### src/rtl/pipelined_adder_pkg.sv
// Shared constants and helpers for the pipelined adder slice.
// Defines default geometry, chunk derivation and the parameter legality check.
`ifndef PIPELINED_ADDER_PKG_SV
`define PIPELINED_ADDER_PKG_SV

// Elaboration-time guard: WIDTH must be positive and split evenly into STAGES.
`define PA_CHECK_PARAMS(W, S) \
  if ((W) < 1 || (S) < 1 || ((W) % (S)) != 0) begin : g_param_check \
    $error("pipelined_adder: WIDTH must be >= 1 and a multiple of STAGES"); \
  end

package pipelined_adder_pkg;

  localparam int DEFAULT_WIDTH  = 8;
  localparam int DEFAULT_STAGES = 2;

  function automatic int chunk_width(input int width, input int stages);
    return width / stages;
  endfunction

endpackage

`endif

### src/rtl/pipelined_adder_if.sv
// Operand/result handshake bundle for pipelined_adder.
// slave is the adder's view; master is the source/sink side.
interface pipelined_adder_if
  import pipelined_adder_pkg::*;
#(
  parameter int WIDTH = DEFAULT_WIDTH
);

  logic             in_valid;
  logic             in_ready;
  logic [WIDTH-1:0] in_a;
  logic [WIDTH-1:0] in_b;
  logic             in_cin;
  logic             out_valid;
  logic             out_ready;
  logic [WIDTH-1:0] out_sum;
  logic             out_cout;
  logic             out_ovf;

  modport master (
    output in_valid, in_a, in_b, in_cin, out_ready,
    input  in_ready, out_valid, out_sum, out_cout, out_ovf
  );

  modport slave (
    input  in_valid, in_a, in_b, in_cin, out_ready,
    output in_ready, out_valid, out_sum, out_cout, out_ovf
  );

endinterface

### src/rtl/pipelined_adder_chunk.sv
// Combinational ripple-carry chunk built from full_adder cells; zero latency, no handshake.
// cmsb exposes the carry into the top bit so the last stage can derive signed overflow.
module full_adder (
  input  logic a,
  input  logic b,
  input  logic cin,
  output logic sum,
  output logic cout
);

  assign sum  = a ^ b ^ cin;
  assign cout = (a & b) | (cin & (a ^ b));

endmodule

module adder_chunk #(
  parameter int WIDTH = 1
) (
  input  logic [WIDTH-1:0] a,
  input  logic [WIDTH-1:0] b,
  input  logic             cin,
  output logic [WIDTH-1:0] sum,
  output logic             cout,
  output logic             cmsb
);

  logic [WIDTH:0] carry;

  assign carry[0] = cin;

  for (genvar i = 0; i < WIDTH; i++) begin : g_bit
    full_adder u_fa (
      .a    (a[i]),
      .b    (b[i]),
      .cin  (carry[i]),
      .sum  (sum[i]),
      .cout (carry[i+1])
    );
  end

  assign cout = carry[WIDTH];
  // For a 1-bit chunk this is simply the incoming carry.
  assign cmsb = carry[WIDTH-1];

endmodule

### src/rtl/pipelined_adder.sv
// WIDTH-bit adder split into STAGES chunk stages; result appears STAGES cycles after acceptance.
// Global stall (out_valid && !out_ready) freezes every stage and drops in_ready.
module pipelined_adder
  import pipelined_adder_pkg::*;
#(
  parameter int WIDTH  = DEFAULT_WIDTH,
  parameter int STAGES = DEFAULT_STAGES
) (
  input  logic             clk,
  input  logic             rst_n,
  pipelined_adder_if.slave bus
);

  localparam int CHUNK = chunk_width(WIDTH, STAGES);

  `PA_CHECK_PARAMS(WIDTH, STAGES)

  logic             vld_q [STAGES];
  logic [WIDTH-1:0] a_q   [STAGES];
  logic [WIDTH-1:0] b_q   [STAGES];
  logic [WIDTH-1:0] sum_q [STAGES];
  logic             cy_q  [STAGES];
  logic             ovf_q [STAGES];
  logic             stall;

  assign stall        = vld_q[STAGES-1] && !bus.out_ready;
  assign bus.in_ready = rst_n && !stall;

  for (genvar k = 0; k < STAGES; k++) begin : g_stage
    logic             vld_d;
    logic [WIDTH-1:0] a_d;
    logic [WIDTH-1:0] b_d;
    logic [WIDTH-1:0] sum_prev;
    logic [WIDTH-1:0] sum_d;
    logic             cin_d;
    logic [CHUNK-1:0] s_chunk;
    logic             cout_chunk;
    logic             cmsb_chunk;

    // Operands ride along whole so chunk k meets its carry at stage k.
    if (k == 0) begin : g_first
      assign vld_d    = bus.in_valid;
      assign a_d      = bus.in_a;
      assign b_d      = bus.in_b;
      assign sum_prev = '0;
      assign cin_d    = bus.in_cin;
    end else begin : g_next
      assign vld_d    = vld_q[k-1];
      assign a_d      = a_q[k-1];
      assign b_d      = b_q[k-1];
      assign sum_prev = sum_q[k-1];
      assign cin_d    = cy_q[k-1];
    end

    adder_chunk #(
      .WIDTH (CHUNK)
    ) u_chunk (
      .a    (a_d[k*CHUNK +: CHUNK]),
      .b    (b_d[k*CHUNK +: CHUNK]),
      .cin  (cin_d),
      .sum  (s_chunk),
      .cout (cout_chunk),
      .cmsb (cmsb_chunk)
    );

    always_comb begin
      sum_d                    = sum_prev;
      sum_d[k*CHUNK +: CHUNK]  = s_chunk;
    end

    always_ff @(posedge clk) begin
      if (!rst_n) begin
        vld_q[k] <= 1'b0;
        a_q[k]   <= '0;
        b_q[k]   <= '0;
        sum_q[k] <= '0;
        cy_q[k]  <= 1'b0;
        ovf_q[k] <= 1'b0;
      end else if (!stall) begin
        vld_q[k] <= vld_d;
        a_q[k]   <= a_d;
        b_q[k]   <= b_d;
        sum_q[k] <= sum_d;
        cy_q[k]  <= cout_chunk;
        ovf_q[k] <= cmsb_chunk ^ cout_chunk;
      end
    end
  end

  assign bus.out_valid = vld_q[STAGES-1];
  assign bus.out_sum   = sum_q[STAGES-1];
  assign bus.out_cout  = cy_q[STAGES-1];
  assign bus.out_ovf   = ovf_q[STAGES-1];

endmodule

### src/flat_wrapper.sv
// flat-port wrapper written by rule: the top's interface ports become plain ports
module pipelined_adder_flat import pipelined_adder_pkg::*;
#(
  parameter int WIDTH  = DEFAULT_WIDTH,
  parameter int STAGES = DEFAULT_STAGES
)
  (clk, rst_n, bus_in_valid, bus_in_a, bus_in_b, bus_in_cin, bus_out_ready, bus_in_ready, bus_out_valid, bus_out_sum, bus_out_cout, bus_out_ovf);
  pipelined_adder_if #(.WIDTH(WIDTH)) bus_i ();
  input  logic clk;
  input  logic rst_n;
  input wire logic [$bits(bus_i.in_valid)-1:0] bus_in_valid;
  input wire logic [$bits(bus_i.in_a)-1:0] bus_in_a;
  input wire logic [$bits(bus_i.in_b)-1:0] bus_in_b;
  input wire logic [$bits(bus_i.in_cin)-1:0] bus_in_cin;
  input wire logic [$bits(bus_i.out_ready)-1:0] bus_out_ready;
  output wire logic [$bits(bus_i.in_ready)-1:0] bus_in_ready;
  output wire logic [$bits(bus_i.out_valid)-1:0] bus_out_valid;
  output wire logic [$bits(bus_i.out_sum)-1:0] bus_out_sum;
  output wire logic [$bits(bus_i.out_cout)-1:0] bus_out_cout;
  output wire logic [$bits(bus_i.out_ovf)-1:0] bus_out_ovf;
  assign bus_i.in_valid = bus_in_valid;
  assign bus_i.in_a = bus_in_a;
  assign bus_i.in_b = bus_in_b;
  assign bus_i.in_cin = bus_in_cin;
  assign bus_i.out_ready = bus_out_ready;
  assign bus_in_ready = bus_i.in_ready;
  assign bus_out_valid = bus_i.out_valid;
  assign bus_out_sum = bus_i.out_sum;
  assign bus_out_cout = bus_i.out_cout;
  assign bus_out_ovf = bus_i.out_ovf;
  pipelined_adder #(.WIDTH(WIDTH), .STAGES(STAGES)) u_core (.clk(clk), .rst_n(rst_n), .bus(bus_i));
endmodule
### config.mk
export PLATFORM = sky130hd
export DESIGN_NAME = pipelined_adder_flat
export DESIGN_NICKNAME = d
export VERILOG_FILES = /design/src/rtl/pipelined_adder_pkg.sv /design/src/rtl/pipelined_adder_if.sv /design/src/rtl/pipelined_adder_chunk.sv /design/src/rtl/pipelined_adder.sv /design/src/flat_wrapper.sv
export SDC_FILE = /design/constraint.sdc
export NUM_CORES = 1
export LEC_CHECK = 0
export ABC_AREA = 0
export CAP_MARGIN = 30
export CORE_ASPECT_RATIO = 0.7
export CORE_UTILIZATION = 52
export CTS_BUF_LIST = sky130_fd_sc_hd__clkbuf_8
export CTS_CLUSTER_DIAMETER = 40
export DETAILED_ROUTE_END_ITERATION = 10
export PLACE_DENSITY = 0.92
export SYNTH_ARGS = -nofsm -noshare
export SYNTH_HDL_FRONTEND = slang
export SYNTH_HIERARCHICAL = 1
export SYNTH_SLANG_ARGS = --single-unit
export TNS_END_PERCENT = 20
### constraint.sdc
create_clock -name clk -period 6.9 [get_ports clk]
set_input_delay 0.69 -clock clk [delete_from_list [all_inputs] [get_ports clk]]
set_output_delay 0.69 -clock clk [all_outputs]
set_load 0.03 [all_outputs]
# Word level (Yosys, flattened, before mapping)
# Memory sizes are Yosys's and may differ from the RTL's.
# Cells that the tools add are included.
# word_totals
in_bits	21
register_bits	0
output_inout_bits	12
elab_cells	80
memories	6
ramBits	54
# classes
mux	16
n_reduce_logical	4
n_bitwise	54
# memory_table
memory	words	width	rd	rd_clocked_by_memory_dff	wr	line_no	rtl
u_core.a_q	2	8	1	0	2	pipelined_adder.sv:19	logic [WIDTH-1:0] a_q [STAGES];
u_core.b_q	2	8	1	0	2	pipelined_adder.sv:20	logic [WIDTH-1:0] b_q [STAGES];
u_core.sum_q	2	8	2	0	2	pipelined_adder.sv:21	logic [WIDTH-1:0] sum_q [STAGES];
u_core.cy_q	2	1	2	0	2	pipelined_adder.sv:22	logic cy_q [STAGES];
u_core.ovf_q	2	1	1	0	2	pipelined_adder.sv:23	logic ovf_q [STAGES];
u_core.vld_q	2	1	2	0	2	pipelined_adder.sv:18	logic vld_q [STAGES];
# ops
op	count
2-to-1 mux 8 bit	6
bitwise OR 1 bit	20
bitwise XOR 1 bit	18
bitwise AND 1 bit	16
2-to-1 mux 1 bit	10
logical AND 1 bit	2
zero test 1 bit	2

# Logic depth before layout (Yosys ltp)
# Gate-level depths: netlist of run 1.
# An unclocked memory read counts as a cell.
# logic_depth
word_depth	12
mapped_depth	6

# Modules after synthesis
# The synthesis of run 1 kept the hierarchy.
# by_module_without_submodules
mod	instances	area_per_inst_um2	seq_area_each_um2	cells_per_inst
pipelined_adder	1	973.4	720.7	62
full_adder	8	20.0	0.0	1

# Worst setup path after synthesis of run 1
# OpenSTA, ideal clock, no wires.
# synth_timing
path_type	input -> register
startpoint	input bus_in_a[0]
endpoint	memory u_core/sum_q[0][3] in the netlist's numbering (data pin)
arrival_ns	2.441
n_path_buf	0
path_stages	5
required_time_ns	6.645
setup_ns	0.255
slack_ns	4.204
path_cell_list	fa_1 fa_1 fa_1 fa_1 and3_1
# synth_rtl
element	line_no	rtl
start: declaration	flat_wrapper.sv:12	input wire logic [$bits(bus_i.in_a)-1:0] bus_in_a;
end: declaration	pipelined_adder.sv:21	

# Worst setup path after layout of run 1
# layout_timing
startpoint	input rst_n
endpoint	output bus_in_ready
# layout_between
elab_chain_cells	1
# layout_lines
element	line_no	rtl
start: declaration	flat_wrapper.sv:10	input logic rst_n;
logical AND 1 bit	pipelined_adder.sv:27	assign bus.in_ready = rst_n && !stall;
end: declaration	flat_wrapper.sv:16	output wire logic [$bits(bus_i.in_ready)-1:0] bus_in_ready;
# Every way passes these cells.

==> results of run 1 <==
==> power groups by stage <==
| stage | combinational [mW] | clock, mW | sequential [mW] |
|---|---|---|---|
| 2_1_floorplan | 0.0211 | 0 | 0.204 |
| 3_3_place_gp | 0.0633 | 0 | 0.189 |
| 3_5_place_dp | 0.0674 | 0 | 0.190 |
| 4_1_cts | 0.0677 | 0.0895 | 0.187 |
| 5_1_grt | 0.0728 | 0.0958 | 0.188 |
| 6_report | 0.0674 | 0.0873 | 0.186 |
==> registers in the layout, indices dropped and copies added, names as in the netlist <==
signal,cells
u_core/b_q,4
u_core/a_q,4
u_core/vld_q,2
u_core/ovf_q,1
u_core/sum_q,12
u_core/cy_q,2
==> metal layers <==
layer | wire, um | up-vias | track usage (%)
li1 | - | 320 | -
met5 | 0 | - | 0
met1 | 769 | 323 | 22.18
met4 | 65 | 0 | 13.10
met3 | 112 | 6 | 8.517
met2 | 1030 | 33 | 33.33
==> synth_stat cells (all sizes together) <==
library cell / number / area (um^2)
clkbuf: 1 / 5.000
xnor2: 1 / 8.760
nand2: 3 / 11.26
dfxtp: 3 / 60.06
edfxtp: 22 / 660.6
and3: 22 / 137.6
o21ai: 1 / 8.760
a21boi: 1 / 7.510
nand2b: 1 / 13.76
fa: 8 / 160.2
a21oi: 1 / 8.760
and2: 1 / 6.260
o21a: 1 / 7.510
and2b: 1 / 7.510
buf: 3 / 30.03
==> final cells by class <==
class | instances | area [um^2]
multi-input combinational | 41 | 377.9
fill | 112 | 456.7
timing repair buffer | 32 | 320.3
clock inverter | 1 | 7.507
tap | 22 | 27.53
sequential | 25 | 720.7
clock buffer | 3 | 41.29
==> worst max-delay path, stage by stage <==
cell             delay, ps
clkdlybuf4s50_1        910
and2_1                 230
clkdlybuf4s50_1        670
==> metrics by stage <==
stage / instances / setup slack (ps) / utilization [%]
global route: 124 / 3553 / 76.60
global placement: 120 / 3733 / 74.10
floorplan: 70 / 4204 / -
finish: 124 / 3703 / 76.60
detailed placement: 120 / 3645 / 74.10
CTS: 124 / 3698 / 76.60
==> cell families (layout without fill, tap and decap cells) <==
group	after synthesis	after routing	share of synthesized area, %
XOR/XNOR	1	1	0.7728
AND/OR/NAND/NOR	28	28	15.56
flip-flops	25	25	63.58
buffers and inverters	4	36	3.090
AO/OA/AOI/OAI	4	4	2.871
adder cells (fa/ha/maj)	8	8	14.13
==> path summary, 6_finish.rpt <==
| path | start | end | cells past startpoint |
|---|---|---|---|
| worst max-delay path | rst_n | bus_in_ready | 3 |
| worst max register to register | u_core/a_q[0][4]$_SDFFCE_PN0P_ | u_core/ovf_q[1]$_DFF_P_ | 6 |
| worst min register to register | u_core/cy_q[1]$_DFF_P_ | u_core/cy_q[1]$_DFF_P_ | 2 |
| worst min-delay path | u_core/cy_q[1]$_DFF_P_ | u_core/cy_q[1]$_DFF_P_ | 2 |
==> metrics, run 1 <==
CTS root buffer clkbuf_8; dpl hpwl 1408 um; drt wl/cell 15.94 um; Sw Pwr 84.74 uW; Syn Inst Count 70; final instance area 0.001495 mm^2; drt pass-1 iters 4; HP Class register to register; worst-skew pair later-pin latency 270 ps; GRT Overall Usage 20.04%; r2r setup slk 4310 ps; Post-CTS Hold Buffers 0; vias in the first global route 670; pwr dens 228.2 mW/mm^2; pin count of the biggest net entering global routing 28; synthesis-to-finish area growth 31.90%; Pleak 0.6343 nW; Netlist cell types 16; Final Max Slew Viols 0; Rows 13; Final nets 132; P_int 256.4 uW; Clk network pwr share 25.6%; Avg Synthesized Cell Area 16.19 um^2; Yosys reg bits 25; I/O pin cnt 33; final setup vio count 0; share of cells above drive strength 1 6.863%; vias after detailed routing 682; RePlAce Congestion 0.6277; fin crit share 46.33%; commonest non-fill, non-tap cell in the layout clkdlybuf4s50_1; Core Region 0.001952 mm^2; count of synthesis-stage warnings from yosys 6; IO buf count 32; drt via density 5.500; time the worst path needs with I/O delays and setup 3197 ps; Peak VDD IR 119.7 uV; DR DRC count 0; commonest non-fill, non-tap cells in the layout clkdlybuf4s50_1 (32), and3_1 (22), edfxtp_1 (22); CTS resizes 0; DRT iter0 DRCs 16; Critical Path RT 6210 ps; n_diodes 0; CP Launch Type input pin; chip width 57.81 um; final WL 1977 um; status complete, no violations; Final ANT Viol Nets 0; H-tree depth 1; switching part of the total 24.84%; first-pass GRT wire length 3111 um; Fin Setup TNS 0 ps; Max-Cap Viols 0; final global-route overflow total 0; Final Hold Fails 0; Die Y 41.07 um; hold slack 470.7 ps; CTS max path bufs 2; number of buffers created by CTS 3; Least-Margin Pin Slew 894.1 ps; Setup Buffers After CTS 0; CTS Sinks 25; Rel. slew slack 40.25%; Mapped Area 0.001134 mm^2; Comb power frac 19.8%; Worst Skew 5.449 ps; worst-path fanout max 27; placed inst area 0.001446 mm^2; TritonCTS clock tree yes; Initial Utilization 58.08%; Worst EP arrival 2510 ps; Worst setup EP type primary output; unrepaired setup endpoints after global routing false; Crit Path Category input pin to primary output; fmax 312.8 MHz; antenna violations before repair 0; clock-pin slew on the worst setup and hold paths 80 ps; sequential share of the synthesized area 63.58%; Pwr Total 341.2 uW; Seq pwr share 54.7%; die area 0.002374 mm^2; Synthesized Nets 99
Note: power is estimated with default switching activity, not from simulation.
==> inputs of run 2 (changes only) <==
--- a/config.mk
+++ b/config.mk
@@ -8,11 +8,11 @@
 export ABC_AREA = 0
 export CAP_MARGIN = 30
 export CORE_ASPECT_RATIO = 0.7
-export CORE_UTILIZATION = 52
+export CORE_UTILIZATION = 43
 export CTS_BUF_LIST = sky130_fd_sc_hd__clkbuf_8
 export CTS_CLUSTER_DIAMETER = 40
 export DETAILED_ROUTE_END_ITERATION = 10
-export PLACE_DENSITY = 0.92
+export PLACE_DENSITY = 0.81
 export SYNTH_ARGS = -nofsm -noshare
 export SYNTH_HDL_FRONTEND = slang
 export SYNTH_HIERARCHICAL = 1
==> constraint.sdc (replaced) <==
create_clock -name clk -period 2.75 [get_ports clk]
set_input_delay 0.275 -clock clk [delete_from_list [all_inputs] [get_ports clk]]
set_output_delay 0.275 -clock clk [all_outputs]
set_load 0.03 [all_outputs]
==> run 2 against run 1 <==
  * Sequential power rose to 2.5 times the previous value
  * Via count increased by 0.73%
  * Register-to-register slack lost 4100 ps
  * Clock-buffer cell count did not move
  * Worst setup slack got worse by 3500 ps
  * Flip-flop and latch count is the same
  * Clock power rose by 140%
  * Critical path depth grew 2
  * Power rose by 150%
  * Final area increased by 1.8%
==> metrics, run 2 (synthesized netlist as in run 1, its figures left out) <==
r2r setup slk 170 ps (-4140 ps); Min-Delay Path Depth 1 (-1); vias in the first global route 713 (+6.4%); Final nets 134 (+1.5%); R2R Path End u_core/sum_q[1][7]$_SDFFCE_PN0P_; dpl hpwl 1377 um (-2.2%); pwr dens 552.9 mW/mm^2 (+140%); Post-CTS Hold Buffers 0 (unchanged); final WL 1933 um (-2.2%); Core Region 0.002477 mm^2 (+27%); die area 0.002849 mm^2 (+20%); drt via density 4.978 (-9.5%); Least-Margin Pin Slew 319.3 ps (-574.8 ps); worst-path fanout max 2 (-93%); Initial Utilization 45.76% (-12 points); I/O pin cnt 33 (unchanged); final setup vio count 0 (unchanged); time the worst path needs with I/O delays and setup 2578 ps; Crit Path Category register to register; CTS Sinks 25 (unchanged); min-delay src u_core/vld_q[0]$_DFFE_PP_; Hold EP u_core/vld_q[1]$_DFF_P_; Fin Setup TNS 0 ps (unchanged); Final Hold Fails 0 (unchanged); DRT iter0 DRCs 7 (-9); status complete, no violations; Rel. slew slack 78.66% (+38 points); final global-route overflow total 0 (unchanged); worst-skew pair later-pin latency 260 ps (about the same); CTS max path bufs 2 (unchanged); share of cells above drive strength 1 7.692% (+0.83 points); first-pass GRT wire length 3243 um (+4.2%); DR DRC count 0 (unchanged); commonest non-fill, non-tap cell in the layout clkdlybuf4s50_1; Top Registers u_core/sum_q x12, u_core/a_q x4, u_core/b_q x4; Worst Skew 2.079 ps (-3.370 ps); Placed Cells incl. Taps 134 (+12%); commonest non-fill, non-tap cells in the layout clkdlybuf4s50_1 (32), and3_1 (22), edfxtp_1 (22); IO buf count 32 (unchanged); CTS resizes 0 (unchanged); clock-pin slew on the worst setup and hold paths 80 ps (about the same); Worst EP arrival 2610 ps (+100 ps); vias after detailed routing 687 (+0.73%); Max-Cap Viols 0 (unchanged); n_diodes 0 (unchanged); TritonCTS clock tree yes; final std cells w/o fill 138 (+11%); synthesis-to-finish area growth 34.22%; fin crit share 93.75%; CTS root buffer clkbuf_8; antenna violations before repair 0 (unchanged); unrepaired setup endpoints after global routing false; chip width 63.37 um (+9.6%); Top reg by flops u_core/sum_q; Worst setup EP type register; fmax 387.9 MHz; HP Class register to register; Pleak 0.6485 nW (+2.2%); Die Y 44.96 um (+9.5%); drt pass-1 iters 4 (unchanged); CP Launch Type register; Reg2Reg Depth 5 (-1); max reg flops 12 (unchanged); drt wl/cell 14.01 um (-12%); Final Max Slew Viols 0 (unchanged); Critical Path RT 2780 ps (-3430 ps); pin count of the biggest net entering global routing 27 (-3.6%); Final ANT Viol Nets 0 (unchanged); fill cell count 212 (+89%); Rows 15 (+2); GRT Overall Usage 15.83% (-4.2 points); Peak VDD IR 238.9 uV (+100%); number of buffers created by CTS 3 (unchanged); hold slack 474.7 ps (+3.978 ps); RePlAce Congestion 0.6549 (+4.3%); H-tree depth 1 (unchanged); Setup Buffers After CTS 0 (unchanged); worst reg2reg path startpoint u_core/a_q[0][4]$_SDFFCE_PN0P_
[run 2: changes by cell type in the layout (fill, tap and decap cells not counted)]
cell	change
buf_4	+2
clkinvlp_4	-1
inv_1	+1
[run 2: where the power goes]
part	total [mW]	leakage (nW)	switching (mW)	internal, mW
clock	0.207	0.0269	0.108	0.0998
combinational	0.166	0.342	0.0799	0.0861
sequential	0.468	0.280	0.0139	0.454
[run 2: through the flow]
stage / total power, mW / worst slack (ps) / utilization (%) / area [um^2]
floorplan: 0.5641 / 311.1 / - / 1134
global placement: 0.6359 / 0.08016 / 59.60 / 1476
detailed placement: 0.6440 / -96.06 / 59.60 / 1476
CTS: 0.8514 / 174.2 / 61.41 / 1521
global route: 0.8824 / 89.29 / 61.41 / 1521
finish: 0.8412 / 171.8 / 61.41 / 1521
[run 2: cell type report]
cell class | instances | area (um^2) | area share, %
clock buffers | 3 | 41.29 | 2.714
multi-input cells | 41 | 377.9 | 24.84
repair buffers | 34 | 335.3 | 22.04
well taps | 34 | 42.54 | 2.796
flip-flops and latches | 25 | 720.7 | 47.37
clock inverters | 1 | 3.754 | 0.2467
[run 2: how the worst max path moves through the flow]
stage	startpoint	endpoint	slack [ps]
6_report	u_core/a_q[0][4]$_SDFFCE_PN0P_	u_core/sum_q[1][7]$_SDFFCE_PN0P_	170
5_1_grt	u_core/a_q[0][4]$_SDFFCE_PN0P_	u_core/ovf_q[1]$_DFF_P_	90
4_1_cts	u_core/a_q[0][4]$_SDFFCE_PN0P_	u_core/sum_q[1][7]$_SDFFCE_PN0P_	170
3_5_place_dp	bus_in_a[0]	u_core/sum_q[0][3]$_SDFFCE_PN0P_	-100
3_3_place_gp	bus_in_a[0]	u_core/sum_q[0][3]$_SDFFCE_PN0P_	0.08
2_1_floorplan	u_core/a_q[0][4]$_SDFFCE_PN0P_	u_core/sum_q[1][7]$_SDFFCE_PN0P_	310
[run 2: per-layer routing]
metal  vias up  GRT usage (%)  part of all wire (%)
li1        323              -                     -
met1       338          18.66                    41
met2        22          27.66                    53
met3         4          4.798                   4.9
met4         0          6.818                   1.3
met5         -              0                     0
[run 2: critical path, stage by stage (launching register included)]
cell      delay, ps
edfxtp_1        400
fa_1            480
fa_1            420
fa_1            450
fa_1            440
and3_1          170
==> inputs of run 3 (changes only) <==
--- a/config.mk
+++ b/config.mk
@@ -6,13 +6,15 @@
 export NUM_CORES = 1
 export LEC_CHECK = 0
 export ABC_AREA = 0
-export CAP_MARGIN = 30
+export CAP_MARGIN = 20
 export CORE_ASPECT_RATIO = 0.7
 export CORE_UTILIZATION = 43
 export CTS_BUF_LIST = sky130_fd_sc_hd__clkbuf_8
 export CTS_CLUSTER_DIAMETER = 40
+export CTS_CLUSTER_SIZE = 24
 export DETAILED_ROUTE_END_ITERATION = 10
 export PLACE_DENSITY = 0.81
+export SKIP_CTS_REPAIR_TIMING = 1
 export SYNTH_ARGS = -nofsm -noshare
 export SYNTH_HDL_FRONTEND = slang
 export SYNTH_HIERARCHICAL = 1
==> results of run 3 <==
Same layout as run 2: the final DEF is identical, and so are final timing and power.
==> edit 1: new RTL, settings of run 3 <==
Reset style: asynchronous (`rst_n`), changed in one clocked block.
--- a/src/rtl/pipelined_adder.sv
+++ b/src/rtl/pipelined_adder.sv
@@ -70,3 +70,3 @@
 
-    always_ff @(posedge clk) begin
+    always_ff @(posedge clk or negedge rst_n) begin
       if (!rst_n) begin
Check against the original RTL: differs if rst_n is asserted again (counterexample within 4 cycles, from zero or initial values and one cycle with rst_n low); with rst_n held inactive, the same outputs for 10 cycles.
==> edit 1 against run 3 <==
Hold slack lost 62 ps. Cell area grew 4.0%. Routed wire length shrank 4.8%. First-iteration DRC count grew to 4.0 times the old value. Die area grew 6.0%. Worst setup slack lost 85 ps. Sequential cell count is the same. Area after synthesis grew 6.3%. Critical path type unchanged. Largest cell class unchanged.
Power is not compared: it rests on default switching activity, and its combinational part moved more than twofold at a synthesized area within 25%.
==> edit 1: results (changes against run 3) <==
| Metric | Value |
|---|---|
| RR Startpoint | u_core/g_stage[1].a_d[4] (was u_core/a_q[0][4]) |
| Final estimated routing congestion in global placement | 0.662 (was 0.655) |
| First-pass GRT wire length | 3.06 mm (was 3.24 mm) |
| Worst r2r path cells | 6 (was 5) |
| Period utilization | 96.8% (was 93.8%) |
| CTS Buf Count | 3 (unchanged) |
| Total global-route track usage | 14.3% (was 15.8%) |
| Via count | 621 (was 687) |
| Synth warnings | 6 (unchanged) |
| Detailed Route Iter0 Violations | 28 (was 7) |
| Worst-path cell with the longest stage delay | fa_1 (unchanged) |
| Routed wl met3 | 111 µm (was 94 µm) |
| Share of cells above drive strength 1 | 32.3% (was 7.69%) |
| Relative slew slack | 73.2% (was 78.7%) |
| Clk buf depth | 2 (unchanged) |
| Drt pass-1 iters | 2 (was 4) |
| Max FFs per register | 8 (was 12) |
| Final cell count without fillers | 133 (was 138) |
| Largest net degree at the start of global routing | 26 (was 27) |
| VDD IR max | 415 µV |
| HP Class | in -> async (was reg -> reg) |
| M1 WL | 844 µm (was 791 µm) |
| Pwr dens | 790 mW/mm² |
| Worst skew pair latency | 270 ps |
| Clock Tree Root | clkbuf_8 (unchanged) |
| Synth area leaders | dfrtp_1, mux2_4, fa_1 (was edfxtp_1, fa_1, and3_1) |
| DP Worst Slack | 1.57 ps (was -96.1 ps) |
| Port-buffer cells | 32 (unchanged) |
| Commonest cells in the netlist | dfrtp_1, mux2_4, fa_1 (was and3_1, edfxtp_1, fa_1) |
| Run status | finished clean (unchanged) |
| Worst EP arrival | 2820 ps (was 2610 ps) |
| Post-Syn Nets | 93 (was 99) |
| Flop-to-flop setup slack | 90 ps (was 170 ps) |
| Clock Skews | 5.31 ps (was 2.08 ps) |
| Cell variety after synth | 11 (was 16) |
| Clk. pwr | 0.212 mW |
| Vias in the first global route | 647 (was 713) |
| Maximum level of the CTS H-tree | 1 (unchanged) |
| Net Sw Frac | 32.3% |
| # diodes | 0 (unchanged) |
| Cells after synthesis | 64 (was 70) |
| DRT Wirelength | 1.84 mm (was 1.93 mm) |
| Crit path kind | reg -> reg (unchanged) |
| DP Area | 0.00154 mm² (was 0.00148 mm²) |
| Met2 routed WL | 884 µm (was 1.02 mm) |
| Register area share after synthesis | 51.9% (was 63.6%) |
| Max layer used | met3 (was met4) |
| Async set-reset flop share out of synthesis | 100% (was 0%) |
| Max stage delay on crit path | 450 ps (was 480 ps) |
| Dpl hpwl | 1.37 mm (was 1.38 mm) |
| Crit Reg-Reg Endpoint | u_core/bus.out_ovf (was u_core/sum_q[1][7]) |
[edit 1: metrics by stage]
step | util [%] | hold WS [ps]
finish | 62.0 | 412
floorplan | - | -20.6
global route | 62.0 | 454
CTS | 62.0 | 424
global placement | 60.2 | 450
detailed placement | 60.2 | 457
[edit 1: layout make-up]
class,instances,area [µm²]
fill,200,970
sequential,25,626
timing repair buffer,34,335
clock inverter,1,5.00
clock buffer,3,41.3
tap,34,42.5
multi-input combinational,36,533
[edit 1: kinds of logic (layout without fill, tap and decap cells)]
family / after synthesis / in the layout / synth area share (%)
flip-flops: 25 / 25 / 51.9
multiplexers: 24 / 24 / 28.0
adder cells (fa/ha/maj): 8 / 8 / 13.3
AND/OR/NAND/NOR: 3 / 3 / 2.18
buffers and inverters: 3 / 38 / 3.84
XOR/XNOR: 1 / 1 / 0.727
[edit 1: metal layers]
metal / vias up / track usage (%)
met2: 20 / 21.9
met4: 0 / 2.61
li1: 282 / -
met3: 0 / 5.45
met1: 319 / 19.9
met5: - / 0
==> edit 2: new RTL, flow settings as in run 3 <==
Made on the original files. `DEFAULT_WIDTH`: 8 -> 12.
--- a/src/rtl/pipelined_adder_pkg.sv
+++ b/src/rtl/pipelined_adder_pkg.sv
@@ -13,3 +13,3 @@
 
-  localparam int DEFAULT_WIDTH  = 8;
+  localparam int DEFAULT_WIDTH  = 12;
   localparam int DEFAULT_STAGES = 2;
Interface: changed (resized bus_in_a, bus_in_b and bus_out_sum); port bits go from 33 to 45. The function was not compared with the original's and may differ.
==> edit 2 against run 3 <==
The run now ends with setup timing left. Cell area is 45% higher. Non-clock buffer count is 13 higher. Routed wire length is 42% higher. Sequential cell count is 10 higher. Sequential share of layout area is 1.2 points lower. Area after synthesis is 43% higher. Register-to-register slack worse by 470 ps. Worst setup slack worse by 490 ps. Total power is 51% higher. Utilization is 0.68 points higher. Critical path depth is 3 higher. Clock power is 78% higher. Critical path type is now in -> reg. Largest cell class unchanged.
==> edit 2: results (changes against run 3) <==
| Metric | Value |
|---|---|
| Final worst slack | -316 ps (was 172 ps) |
| Maximum level of the CTS H-tree | 2 (was 1) |
| Commonest cells in the netlist | edfxtp_1, and3_1, fa_1 (was and3_1, edfxtp_1, fa_1) |
| Worst skew pair latency | 280 ps (was 260 ps) |
| Register area share after synthesis | 63.1% (was 63.6%) |
| Vias per cell | 4.84 (was 4.98) |
| Syn Area/Cell | 16.9 µm² (was 16.2 µm²) |
| CP max FO | 1 (was 2) |
| Share of cells above drive strength 1 | 20.0% (was 7.69%) |
| Violated checks | setup timing |
| Largest net degree at the start of global routing | 37 (was 27) |
| Cell variety after synth | 15 (was 16) |
| Final estimated routing congestion in global placement | 0.674 (was 0.655) |
| Port-buffer cells | 44 (was 32) |
| DP Area | 0.00208 mm² (was 0.00148 mm²) |
| VDD IR max | 259 µV (was 239 µV) |
| Post-Syn Nets | 137 (was 99) |
| Worst EP arrival | 3110 ps (was 2610 ps) |
| Detailed Route Iter0 Violations | 64 (was 7) |
| Run status | finished, violations left (was finished clean) |
| Post-synth top area share | 59.4% (was 58.3%) |
| Post-DR wirelength/cell | 14.1 µm (was 14.0 µm) |
| Relative slew slack | 72.5% (was 78.7%) |
| Inst Count DP | 186 (was 134) |
| Endpoints failing setup | 5 (was 0) |
| Clock Skews | 5.84 ps (was 2.08 ps) |
| First-pass GRT wire length | 4.36 mm (was 3.24 mm) |
| Post-route setup TNS | -1210 ps (was 0 ps) |
| Total global-route track usage | 16.5% (was 15.8%) |
==> edit 2: changes by cell type after synthesis, sizes merged <==
| cell | delta |
|---|---|
| edfxtp | +10 |
| clkbuf | -1 |
| buf | +3 |
| fa | +4 |
| and3 | +10 |
==> edit 2: worst paths after layout <==
| path | from | endpoint | slack, ps | cells after the start |
|---|---|---|---|---|
| max reg2reg | u_core/a_q[0][6] | u_core/sum_q[1][11] | -300 | 7 |
| min reg2reg | u_core/cy_q[1] | u_core/cy_q[1] | 460 | 2 |
| max | bus_in_cin | u_core/sum_q[0][5] | -320 | 8 |
| min | u_core/cy_q[1] | u_core/cy_q[1] | 460 | 2 |
==> edit 2: cells by family after synthesis <==
| group | Yosys count | synth area share [%] |
|---|---|---|
| fa+ha+maj | 12 | 14.8 |
| compound gates | 4 | 2.24 |
| flops | 35 | 63.1 |
| simple gates | 38 | 15.1 |
| xor+xnor | 1 | 0.541 |
| buf+inv | 6 | 4.18 |
==> edit 2: worst max-delay path, stage by stage <==
cell             delay, ps
clkdlybuf4s50_1        430
fa_2                   350
fa_2                   350
fa_2                   350
fa_2                   400
fa_2                   350
fa_1                   430
and3_1                 170
==> edit 2: power by group <==
group          internal, mW  switching [mW]  leakage (nW)
Clock                 0.197           0.173        0.0500
Combinational         0.127           0.115         0.485
Sequential            0.641          0.0195         0.396
==> edit 2: cell type report <==
class,count,area (µm²),share of cell area [%]
clock buffers,6,82.6,3.74
clock inverters,2,7.51,0.340
multi-input cells,55,568,25.7
flip-flops and latches,35,1020,46.2
well taps,50,62.6,2.83
repair buffers,47,468,21.2
==> edit 2: layer usage <==
layer / track usage, % / part of all wire [%] / vias up
li1: - / - / 445
met1: 18.1 / 40 / 464
met2: 27.8 / 53 / 32
met3: 8.57 / 5.7 / 3
met4: 5.56 / 0.98 / 0
met5: 0 / 0 / -
